===== config.mk =====
export PLATFORM = sky130hd
export DESIGN_NAME = openram_scan_master
export DESIGN_NICKNAME = d
export VERILOG_FILES = /design/src/rtl/openram_scan_master.sv
export SDC_FILE = /design/constraint.sdc
export NUM_CORES = 1
export LEC_CHECK = 0
export BUFFER_PORTS_ARGS = -buffer_cell sky130_fd_sc_hd__buf_2
export CORE_ASPECT_RATIO = 0.9
export CORE_MARGIN = 5
export CORE_UTILIZATION = 40
export CTS_CLUSTER_DIAMETER = 200
export DETAILED_ROUTE_END_ITERATION = 7
export PLACE_DENSITY = 0.66
export SLEW_MARGIN = 30
export SYNTH_ARGS = -nofsm -noshare
export SYNTH_HDL_FRONTEND = slang
export SYNTH_SLANG_ARGS = --single-unit

===== constraint.sdc =====
create_clock -name clk -period 2.79 [get_ports clk]
set_input_delay 0.1395 -clock clk [delete_from_list [all_inputs] [get_ports clk]]
set_output_delay 0.1395 -clock clk [all_outputs]
set_load 0.05 [all_outputs]

===== src/rtl/openram_scan_master.sv =====
// openram_scan_master: serialises one command packet into the OpenRAM testchip
// scan chain, optionally pulses sram_load, and returns the bits shifted out.
//
// Ports:
//   clk, resetn        system clock, synchronous active-low reset
//   cmd_valid/ready    command handshake; cmd_data shifted MSB first,
//                      cmd_load selects an sram_load pulse after the shift
//   rsp_valid/ready    response handshake; rsp_data holds the captured chain,
//                      first captured bit in the MSB
//   tc_clk, tc_scan    chip gpio_clk / gpio_scan
//   tc_sram_load       chip gpio_sram_load
//   tc_csb             chip global_csb (active-low)
//   tc_sdi, tc_sdo     serial data to / from the chip
module openram_scan_master #(
    parameter int PKT_W    = 112,
    parameter int CLK_DIV  = 2,
    parameter int LOAD_CYC = 2
) (
    input  logic             clk,
    input  logic             resetn,
    input  logic             cmd_valid,
    output logic             cmd_ready,
    input  logic [PKT_W-1:0] cmd_data,
    input  logic             cmd_load,
    output logic             rsp_valid,
    input  logic             rsp_ready,
    output logic [PKT_W-1:0] rsp_data,
    output logic             tc_clk,
    output logic             tc_scan,
    output logic             tc_sram_load,
    output logic             tc_csb,
    output logic             tc_sdi,
    input  logic             tc_sdo
);

    localparam int DIV_W = (CLK_DIV > 1) ? $clog2(CLK_DIV) : 1;
    localparam int CNT_W = $clog2(PKT_W + 1);
    localparam int LD_W  = $clog2(LOAD_CYC + 1);

    typedef enum logic [1:0] {
        IDLE,
        SHIFT,
        LOAD,
        DONE
    } state_t;

    state_t             state, state_nxt;
    logic [DIV_W-1:0]   div_cnt, div_nxt;
    logic [CNT_W-1:0]   bit_cnt, bit_nxt;
    logic [LD_W-1:0]    ld_cnt, ld_cnt_nxt;
    // MSB of the packet already sits on tc_sdi, so only the rest is kept.
    logic [PKT_W-2:0]   tx_sr, tx_nxt;
    logic [PKT_W-1:0]   rx_sr, rx_nxt;
    logic [PKT_W-1:0]   rsp_data_nxt;
    logic               load_flag, load_flag_nxt;
    logic               clk_nxt;
    logic               scan_nxt;
    logic               sram_load_nxt;
    logic               csb_nxt;
    logic               sdi_nxt;
    logic               cmd_ready_nxt;
    logic               rsp_valid_nxt;
    logic               running;
    logic               tick;
    logic               rise;
    logic               fall;

    assign running = (state == SHIFT) || (state == LOAD);
    assign tick    = running && (div_cnt == DIV_W'(CLK_DIV - 1));
    assign rise    = tick && !tc_clk;
    assign fall    = tick && tc_clk;

    always_comb begin
        state_nxt     = state;
        div_nxt       = '0;
        clk_nxt       = 1'b0;
        bit_nxt       = bit_cnt;
        ld_cnt_nxt    = ld_cnt;
        tx_nxt        = tx_sr;
        rx_nxt        = rx_sr;
        rsp_data_nxt  = rsp_data;
        load_flag_nxt = load_flag;
        scan_nxt      = tc_scan;
        sram_load_nxt = tc_sram_load;
        csb_nxt       = tc_csb;
        sdi_nxt       = tc_sdi;
        cmd_ready_nxt = cmd_ready;
        rsp_valid_nxt = rsp_valid;

        if (running) begin
            div_nxt = tick ? '0 : div_cnt + DIV_W'(1);
            clk_nxt = tick ? ~tc_clk : tc_clk;
        end

        unique case (state)
            IDLE: begin
                if (cmd_valid && cmd_ready) begin
                    state_nxt     = SHIFT;
                    tx_nxt        = cmd_data[PKT_W-2:0];
                    load_flag_nxt = cmd_load;
                    bit_nxt       = CNT_W'(PKT_W);
                    scan_nxt      = 1'b1;
                    sdi_nxt       = cmd_data[PKT_W-1];
                    cmd_ready_nxt = 1'b0;
                end
            end
            SHIFT: begin
                if (rise) begin
                    rx_nxt  = {rx_sr[PKT_W-2:0], tc_sdo};
                    bit_nxt = bit_cnt - CNT_W'(1);
                end else if (fall) begin
                    if (bit_cnt != '0) begin
                        tx_nxt  = {tx_sr[PKT_W-3:0], 1'b0};
                        sdi_nxt = tx_sr[PKT_W-2];
                    end else begin
                        scan_nxt = 1'b0;
                        sdi_nxt  = 1'b0;
                        if (load_flag) begin
                            state_nxt     = LOAD;
                            sram_load_nxt = 1'b1;
                            csb_nxt       = 1'b0;
                            ld_cnt_nxt    = '0;
                        end else begin
                            state_nxt     = DONE;
                            rsp_valid_nxt = 1'b1;
                            rsp_data_nxt  = rx_sr;
                        end
                    end
                end
            end
            LOAD: begin
                if (rise) begin
                    ld_cnt_nxt = ld_cnt + LD_W'(1);
                end else if (fall && ld_cnt == LD_W'(LOAD_CYC)) begin
                    state_nxt     = DONE;
                    sram_load_nxt = 1'b0;
                    csb_nxt       = 1'b1;
                    rsp_valid_nxt = 1'b1;
                    rsp_data_nxt  = rx_sr;
                end
            end
            DONE: begin
                if (rsp_ready) begin
                    state_nxt     = IDLE;
                    rsp_valid_nxt = 1'b0;
                    cmd_ready_nxt = 1'b1;
                end
            end
            default: state_nxt = IDLE;
        endcase
    end

    always_ff @(posedge clk) begin
        if (!resetn) begin
            state        <= IDLE;
            div_cnt      <= '0;
            bit_cnt      <= '0;
            ld_cnt       <= '0;
            tx_sr        <= '0;
            rx_sr        <= '0;
            rsp_data     <= '0;
            load_flag    <= 1'b0;
            tc_clk       <= 1'b0;
            tc_scan      <= 1'b0;
            tc_sram_load <= 1'b0;
            tc_csb       <= 1'b1;
            tc_sdi       <= 1'b0;
            cmd_ready    <= 1'b1;
            rsp_valid    <= 1'b0;
        end else begin
            state        <= state_nxt;
            div_cnt      <= div_nxt;
            bit_cnt      <= bit_nxt;
            ld_cnt       <= ld_cnt_nxt;
            tx_sr        <= tx_nxt;
            rx_sr        <= rx_nxt;
            rsp_data     <= rsp_data_nxt;
            load_flag    <= load_flag_nxt;
            tc_clk       <= clk_nxt;
            tc_scan      <= scan_nxt;
            tc_sram_load <= sram_load_nxt;
            tc_csb       <= csb_nxt;
            tc_sdi       <= sdi_nxt;
            cmd_ready    <= cmd_ready_nxt;
            rsp_valid    <= rsp_valid_nxt;
        end
    end

endmodule


Word-level counts from Yosys, hierarchy flattened
Index checks and enable logic that the tools add are counted.
{"block": "classes", "n_addsub": 3, "eq_ne": 16, "mux": 63, "bitwise_logic": 3, "n_reduce_logical": 27}
{"op": "112-bit two-way mux", "count": 6}
{"op": "111-bit two-way mux", "count": 4}
{"op": "112-bit one-hot mux with 2 select lines", "count": 1}
{"op": "111-bit one-hot mux with 2 select lines", "count": 1}
{"op": "1-bit two-way mux", "count": 28}
{"op": "2-bit two-way mux", "count": 12}
{"op": "7-bit AND reduction", "count": 3}
{"op": "2-bit inequality test (second input constant)", "count": 10}
{"op": "7-bit two-way mux", "count": 2}
{"op": "7-bit one-hot mux with 2 select lines", "count": 1}
{"op": "1-bit one-hot mux with 2 select lines", "count": 5}
{"op": "5-bit AND reduction", "count": 2}
{"op": "2-bit one-hot mux with 4 select lines", "count": 1}
{"op": "8-bit AND reduction", "count": 1}
{"op": "7-bit nonzero test", "count": 1}
{"op": "7-bit by 1-bit subtractor with 7-bit output (second input constant)", "count": 1}
{"op": "2-bit == test (second input constant)", "count": 3}
{"op": "2-bit AND reduction", "count": 3}
{"op": "3-bit AND reduction", "count": 2}
{"op": "6-bit AND reduction", "count": 1}
{"op": "2-bit nonzero test", "count": 3}
{"op": "1-bit logical AND", "count": 5}
{"op": "2-bit by 1-bit inequality test with 1-bit output (second input constant)", "count": 2}
{"op": "2-bit one-hot mux with 2 select lines", "count": 1}
{"op": "other kinds (11)", "count": 13}
{"block": "word_totals", "ff_bits": 355, "input_bits": 118, "out_inout_bits": 119, "wordCells": 127}

Longest topological paths before layout
Gate-level depths: netlist of the first run.
{"block": "depth", "ltp_word": 8, "mapped_depth": 10, "ltp_nobuf": 6}

Worst setup path after synthesis of the first run
Ideal clock, no wire load.
{"block": "synth_path", "path_kind": "register to register", "from": "reg bit_cnt[0]", "to": "reg rsp_data[111]", "t_arrival_ns": 2.340, "required_time_ns": 2.718, "slack_ns": 0.378, "stages_incl_launch_ff": 9, "n_path_buf": 2, "synth_period_minus_slack_ns": 2.412, "cell_sequence": "dfxtp_1 -> inv_1 -> ha_1 -> or4b_4 -> or3_1 -> a2111oi_4 -> buf_6 -> buf_6 -> mux2i_1"}
{"block": "synth_via", "elab_chain_len": 3}
{"element": "from (decl)", "line": "49", "rtl": "logic [CNT_W-1:0] bit_cnt, bit_nxt;"}
{"element": "from (signal assigned)", "line": "173", "rtl": "bit_cnt <= bit_nxt;"}
{"element": "7-bit nonzero test", "line": "112", "rtl": "if (bit_cnt != '0) begin"}
{"element": "2-bit inequality test (no line)"}
{"element": "7-bit AND reduction (no line)"}
{"element": "to (signal assigned)", "line": "177", "rtl": "rsp_data <= rsp_data_nxt;"}
{"element": "to (decl)", "line": "27", "rtl": "output logic [PKT_W-1:0] rsp_data,"}
No other way between the ends.
A chain may end at the register's enable or synchronous reset.

Worst setup path after layout of the first run
{"block": "layout_path", "from": "reg bit_cnt[0]", "to": "reg rsp_data[34]"}
The elaborated chain is that of the path after synthesis.

==> results of run 1 <==
-- how the worst max path moves through the flow --
stage                     depth (start not counted)        from  slack [ns]       endpoint
after floorplan                                   8  bit_cnt[0]        0.38  rsp_data[111]
after global routing                              8  bit_cnt[0]       0.001   rsp_data[63]
after detailed placement                          8  bit_cnt[0]        0.14   rsp_data[95]
after CTS                                         8  bit_cnt[0]        0.12   rsp_data[34]
final                                             8  bit_cnt[0]        0.18   rsp_data[34]
after global placement                            8  bit_cnt[0]        0.18   rsp_data[64]
-- final cells by class --
cell class                 instances  area, um^2  share of cell area
clock buffer                      55        1130              0.0615
clock inverter                    13         144             0.00786
inverter                           9        41.3             0.00226
multi-input combinational       1117        6660               0.364
sequential                       355        7110               0.388
tap                              469         587              0.0321
timing repair buffer             370        2640               0.144
-- layer usage --
| metal | vias to the layer above | track usage | wire length (um) |
|---|---|---|---|
| met3 | 58 | 0.0406 | 2490 |
| met1 | 5762 | 0.252 | 17100 |
| met5 | - | 0 | 20 |
| met2 | 328 | 0.274 | 16400 |
| li1 | 6112 | - | - |
| met4 | 2 | 0.0442 | 634 |
-- state kept, by name (all words and copies together) (netlist names), 2 cells and up --
signal and cells:
rx_sr 112, bit_cnt 7, state 2, tx_sr 111
rsp_data 112, ld_cnt 2
-- cells by family (layout without fill, tap and decap cells) --
kind of cell             after synthesis  count (layout)
AND/OR/NAND/NOR                      616             616
AO/OA/AOI/OAI                        262             262
XOR/XNOR                               6               6
flip-flops                           355             355
buffers and inverters                151             447
adder cells (fa/ha/maj)                7               7
multiplexers                         226             226
-- timing repair --
action                                  in CTS  in global routing
hold buffers                               112                  0
hold endpoints to repair                   113                  0
endpoints found under the setup margin       0                 33
resized for setup                            0                  2
-- placed cells by master, fill, tap and decap left out, types with 8 or more instances in the layout --
cell type        n
nand2_1        462
dfxtp_1        355
buf_2          235
mux2i_1        225
a21oi_1        127
nor3_1         115
dlygate4sd3_1  112
a211oi_1       110
clkbuf_16       39
nor2_1          10
buf_12          10
buf_4           10
clkbuf_8         9
inv_1            8
-- worst max-delay path: stages, from the launching register on --
cell	delay, ns
dfxtp_1	0.33
inv_1	0.10
ha_1	0.16
or4b_4	0.48
or3_1	0.37
a2111oi_4	0.37
buf_12	0.19
buf_16	0.26
mux2i_1	0.23
-- power breakdown --
group          internal (mW)  total (mW)  switching [mW]
Clock                   3.01        5.06            2.06
Combinational           2.30        5.47            3.17
Sequential              6.03        6.60           0.563
Total                   11.3        17.1            5.78
-- metrics by stage --
step | instance area (um^2) | setup WS, ns
after global placement | 15900 | 0.185
final | 18300 | 0.182
after detailed placement | 15900 | 0.139
after CTS | 18300 | 0.120
after global routing | 18300 | 0.00115
after floorplan | 14400 | 0.378
==> impl_metrics.env, run 1 <==
export IMPL_yosysMostFrequentCell="nand2_1"
export IMPL_period_needed_ns=2.61
export IMPL_start_util=0.407
export IMPL_num_fill_cells=3227
export IMPL_hold_viol=0
export IMPL_setup_tns_ns=0
export IMPL_portBuffers=236
export IMPL_gp_congestion=0.786
export IMPL_grt_pass1_vias=11800
export IMPL_cts_buffer_depth=3
export IMPL_p_per_area_nw_per_um2=936
export IMPL_clock_fmax_mhz=383
export IMPL_synthAdderAreaFrac=0.00609
export IMPL_dp_cells=2208
export IMPL_cts_max_level=2
export IMPL_die_w_um=210
export IMPL_total_power_mw=17.1
export IMPL_synth_cells=1623
export IMPL_antenna_found_initial=1
export IMPL_grt_ovfl_total=0
export IMPL_hold_slack_ns=0.0203
export IMPL_grt_max_degree=113
export IMPL_worstHoldPathCells=4
export IMPL_dieArea_um2=39800
export IMPL_cts_root_buffer="clkbuf_16"
export IMPL_hold_path_startpoint="cmd_valid"
export IMPL_outcome="finished, final reports clean"
export IMPL_min_to="load_flag"
export IMPL_wl_um=36600
export IMPL_async_flop_share=0
export IMPL_reg2reg_to="rsp_data[34]"
export IMPL_synth_edf_count=0
export IMPL_routed_via_density=5.13
export IMPL_clock_sinks=355
export IMPL_yosysWarnings=0
export IMPL_fin_worst_skew_ns=0.0313
export IMPL_clkTransAtPathRegs_ns=0.06
export IMPL_yosysTopAreaCell="dfxtp_1"
export IMPL_antenna_left=0
export IMPL_ys_ff_latch=355
export IMPL_track_usage=0.177
export IMPL_core_um2=35300
export IMPL_rows=65
export IMPL_path_class="flop to flop"
export IMPL_postSynthAreaPerCell_um2=8.85
export IMPL_drtIter0Drc=729
export IMPL_finalNetCount=2017
export IMPL_report_final_slew_viol_count=0
export IMPL_grt_first_pass_wirelength_um=60600
export IMPL_fin_util=0.519
export IMPL_post_cts_buffers=0
export IMPL_synth_xor_area_share=0.00366
export IMPL_antenna_cells=0
export IMPL_worst_setup_path_end_kind="flop"
export IMPL_clock_latency_ns=0.55
export IMPL_ir_drop_v=0.000858
export IMPL_drv_cap=0
export IMPL_ys_seq_area_frac=0.495
export IMPL_hold_path_class="input port to flop"
export IMPL_avgRoutedWirePerCell_um=15.3
export IMPL_synth_simple_area_share=0.177
export IMPL_critPathLaunchType="flop"
export IMPL_num_vias=12300
export IMPL_syn_nets=1748
export IMPL_area_delta_synth_final_pct=27.4
export IMPL_drive_gt1_frac=0.172
export IMPL_synth_area_um2=14400
export IMPL_slew_headroom=0.464
export IMPL_hpwlAfterDp_um=21400
export IMPL_r2r_start="bit_cnt[0]"
export IMPL_fp_dieH_um=190
export IMPL_setup_viol=0
export IMPL_crit_fanout=43
export IMPL_rrSetupSlack_ns=0.18
export IMPL_yosys_area_top_type_share=0.495
export IMPL_p_leak_nw=6.63
export IMPL_cp_required_ns=3.25
export IMPL_synthMuxAreaShare=0.157
export IMPL_synth_area_leaders="dfxtp_1 (49%), mux2i_1 (16%), nand2_1 (12%)"
export IMPL_r2r_cells=8
export IMPL_crit_arrival_ns=3.06
export IMPL_cts_buffers=39
export IMPL_route_detailed_drc=0
export IMPL_synth_top_family_by_area="simple AND/OR/NAND/NOR gates"
export IMPL_rsz0062_at_grt="no"
export IMPL_period_share=0.935
export IMPL_synth_compound_area_frac=0.116
export IMPL_first_pass_iters=5
export IMPL_synth_main_ff_cell="dfxtp_1"
export IMPL_cts_tree="done"
export IMPL_ioPinCount=237
export IMPL_synth_commonest_cells="nand2_1 (462), dfxtp_1 (355), mux2i_1 (225), a21oi_1 (127), clkbuf_1 (123)"
export IMPL_ys_types=46
export IMPL_fin_cells=2388
export IMPL_worst_pin_slew_ns=0.784
No activity file was read; power rests on OpenSTA's default activity.
==> run 2, diff against run 1 <==
--- a/config.mk
+++ b/config.mk
@@ -7,10 +7,11 @@
 export LEC_CHECK = 0
 export BUFFER_PORTS_ARGS = -buffer_cell sky130_fd_sc_hd__buf_2
 export CORE_ASPECT_RATIO = 0.9
-export CORE_MARGIN = 5
 export CORE_UTILIZATION = 40
 export CTS_CLUSTER_DIAMETER = 200
+export CTS_CLUSTER_SIZE = 14
 export DETAILED_ROUTE_END_ITERATION = 7
+export GPL_TIMING_DRIVEN = 0
 export PLACE_DENSITY = 0.66
 export SLEW_MARGIN = 30
 export SYNTH_ARGS = -nofsm -noshare
==> impl_metrics.env, run 2 (synthesis gave the netlist of run 1 again) <==
export IMPL_drv_cap=0
export IMPL_dpl_worst_slack_ns=-0.306
export IMPL_setup_tns_ns=0
export IMPL_grt_max_degree=16
export IMPL_worstSetupPathDepth=9
export IMPL_antenna_found_initial=0
export IMPL_slew_headroom=0.448
export IMPL_min_to="tc_csb"
export IMPL_die_w_um=202
export IMPL_cp_required_ns=3.29
export IMPL_area_delta_synth_final_pct=26.4
export IMPL_reg2reg_to="rsp_data[77]"
export IMPL_r2r_start="bit_cnt[0]"
export IMPL_hold_path_startpoint="resetn"
export IMPL_start_util=0.408
export IMPL_drive_gt1_frac=0.168
export IMPL_portBuffers=235
export IMPL_routed_via_density=5.09
export IMPL_p_per_area_nw_per_um2=875
export IMPL_grt_first_pass_wirelength_um=62600
export IMPL_slowest_stage="or4b_4"
export IMPL_path_class="flop to flop"
export IMPL_clock_latency_ns=0.58
export IMPL_rrSetupSlack_ns=0.13
export IMPL_setup_ws_ns=0.125
export IMPL_layout_common_cells="nand2_1 (462), dfxtp_1 (355), buf_2 (238)"
export IMPL_core_um2=35200
export IMPL_finalNetCount=2132
export IMPL_route_detailed_drc=0
export IMPL_dp_cells=2327
export IMPL_grt_pass1_vias=12300
export IMPL_p_leak_nw=6.62
export IMPL_drtIter0Drc=577
export IMPL_critPathBufInv=4
export IMPL_cts_root_buffer="clkbuf_16"
export IMPL_track_usage=0.204
export IMPL_fin_worst_skew_ns=0.0137
export IMPL_worst_pin_slew_ns=0.807
export IMPL_biggestRegsByFlops="rsp_data: 112 flops, rx_sr: 112 flops, tx_sr: 111 flops"
export IMPL_cts_tree="done"
export IMPL_r2r_cells=9
export IMPL_period_needed_ns=2.66
export IMPL_crit_arrival_ns=3.17
export IMPL_first_pass_iters=5
export IMPL_num_vias=12600
export IMPL_setup_viol=0
export IMPL_cts_max_level=1
export IMPL_worstHoldPathCells=3
export IMPL_hold_viol=0
export IMPL_antenna_cells=0
export IMPL_outcome="finished, final reports clean"
export IMPL_period_share=0.955
export IMPL_fp_dieH_um=182
export IMPL_ir_drop_v=0.000627
export IMPL_cts_buffers=29
export IMPL_rows=65
export IMPL_crit_fanout=10
export IMPL_cp_cell_sequence="inv_1 > ha_1 > or4b_4 > or3_1 > a2111oi_4 > buf_4 > buf_12 > buf_6 > mux2i_1"
export IMPL_grt_ovfl_total=0
export IMPL_avgRoutedWirePerCell_um=15.5
export IMPL_worst_setup_path_end_kind="flop"
export IMPL_report_final_slew_viol_count=0
export IMPL_dieArea_um2=36700
export IMPL_cp_slowest_stage_delay_ns=0.51
export IMPL_antenna_left=0
export IMPL_ioPinCount=237
export IMPL_clock_fmax_mhz=375
export IMPL_rsz0062_at_grt="no"
export IMPL_critPathTopFamily="simple AND/OR/NAND/NOR gates"
export IMPL_clock_sinks=355
export IMPL_critPathLaunchType="flop"
export IMPL_cts_buffer_depth=3
export IMPL_final_common_cell="nand2_1"
export IMPL_gp_congestion=0.788
export IMPL_wl_um=38400
export IMPL_hpwlAfterDp_um=26100
export IMPL_hold_path_class="input port to flop"
export IMPL_clkTransAtPathRegs_ns=0.07
export IMPL_fin_cells=2476
export IMPL_hold_slack_ns=0.0605
export IMPL_total_power_mw=15.9
run 2: changes by cell type in the layout (fill, tap and decap cells not counted), moves of 2 or more:
cell           delta
clkbuf_1         +74
clkbuf_2         +43
clkbuf_16        -10
buf_12            -9
clkbuf_8          -9
clkinv_2          -7
buf_6             +6
buf_4             -5
dlygate4sd3_1     +5
buf_2             +3
buf_16            -2
buf_8             +2
bufinv_16         -2
clkinv_8          -2
run 2: routing by layer:
layer / track usage / part of all wire / up-vias
li1: - / - / 6341
met1: 0.272 / 0.47 / 5929
met2: 0.340 / 0.46 / 269
met3: 0.0415 / 0.055 / 55
met4: 0.0418 / 0.018 / 0
met5: 0 / 0 / -
run 2: area by class of cell:
class                   instances  area (um^2)
fillers                      3242        17000
flip-flops and latches        355         7110
multi-input cells            1117         6630
repair buffers                355         2370
clock buffers                  29          726
plain buffers                 140          682
well taps                     469          587
inverters                       9         33.8
clock inverters                 2         31.3
run 2: per-stage QoR:
| stage | instance area, um^2 | utilization |
|---|---|---|
| 2_1_floorplan | 14400 | - |
| 3_3_place_gp | 16100 | 0.458 |
| 3_5_place_dp | 16100 | 0.458 |
| 4_1_cts | 18100 | 0.514 |
| 5_1_grt | 18200 | 0.516 |
| 6_report | 18200 | 0.516 |
run 2: how the worst max path moves through the flow:
stage,startpoint,to,slack (ns)
3_3_place_gp,state[1],rx_sr[100],-0.26
3_5_place_dp,state[1],rx_sr[102],-0.31
5_1_grt,bit_cnt[0],rsp_data[47],0.004
4_1_cts,state[1],tx_sr[30],0.01
2_1_floorplan,bit_cnt[0],rsp_data[111],0.38
6_report,bit_cnt[0],rsp_data[77],0.13
run 2: timing repair:
item,4_1_cts,5_1_grt
endpoints found under the setup margin,293,239
hold endpoints to repair,116,0
pin swaps,1,0
setup buffers,3,0
hold buffers,117,0
gates resized for setup,13,69
run 2: tightest hold or removal path, stage by stage:
cell	delay [ns]
clkbuf_1	0.21
nand2b_1	0.13
mux2_2	0.13
run 2: where the power goes:
| group | internal [mW] | switching [mW] | total [mW] |
|---|---|---|---|
| Combinational | 2.33 | 3.30 | 5.63 |
| Sequential | 6.03 | 0.549 | 6.58 |
| Clock | 1.85 | 1.85 | 3.70 |
| Total | 10.2 | 5.70 | 15.9 |
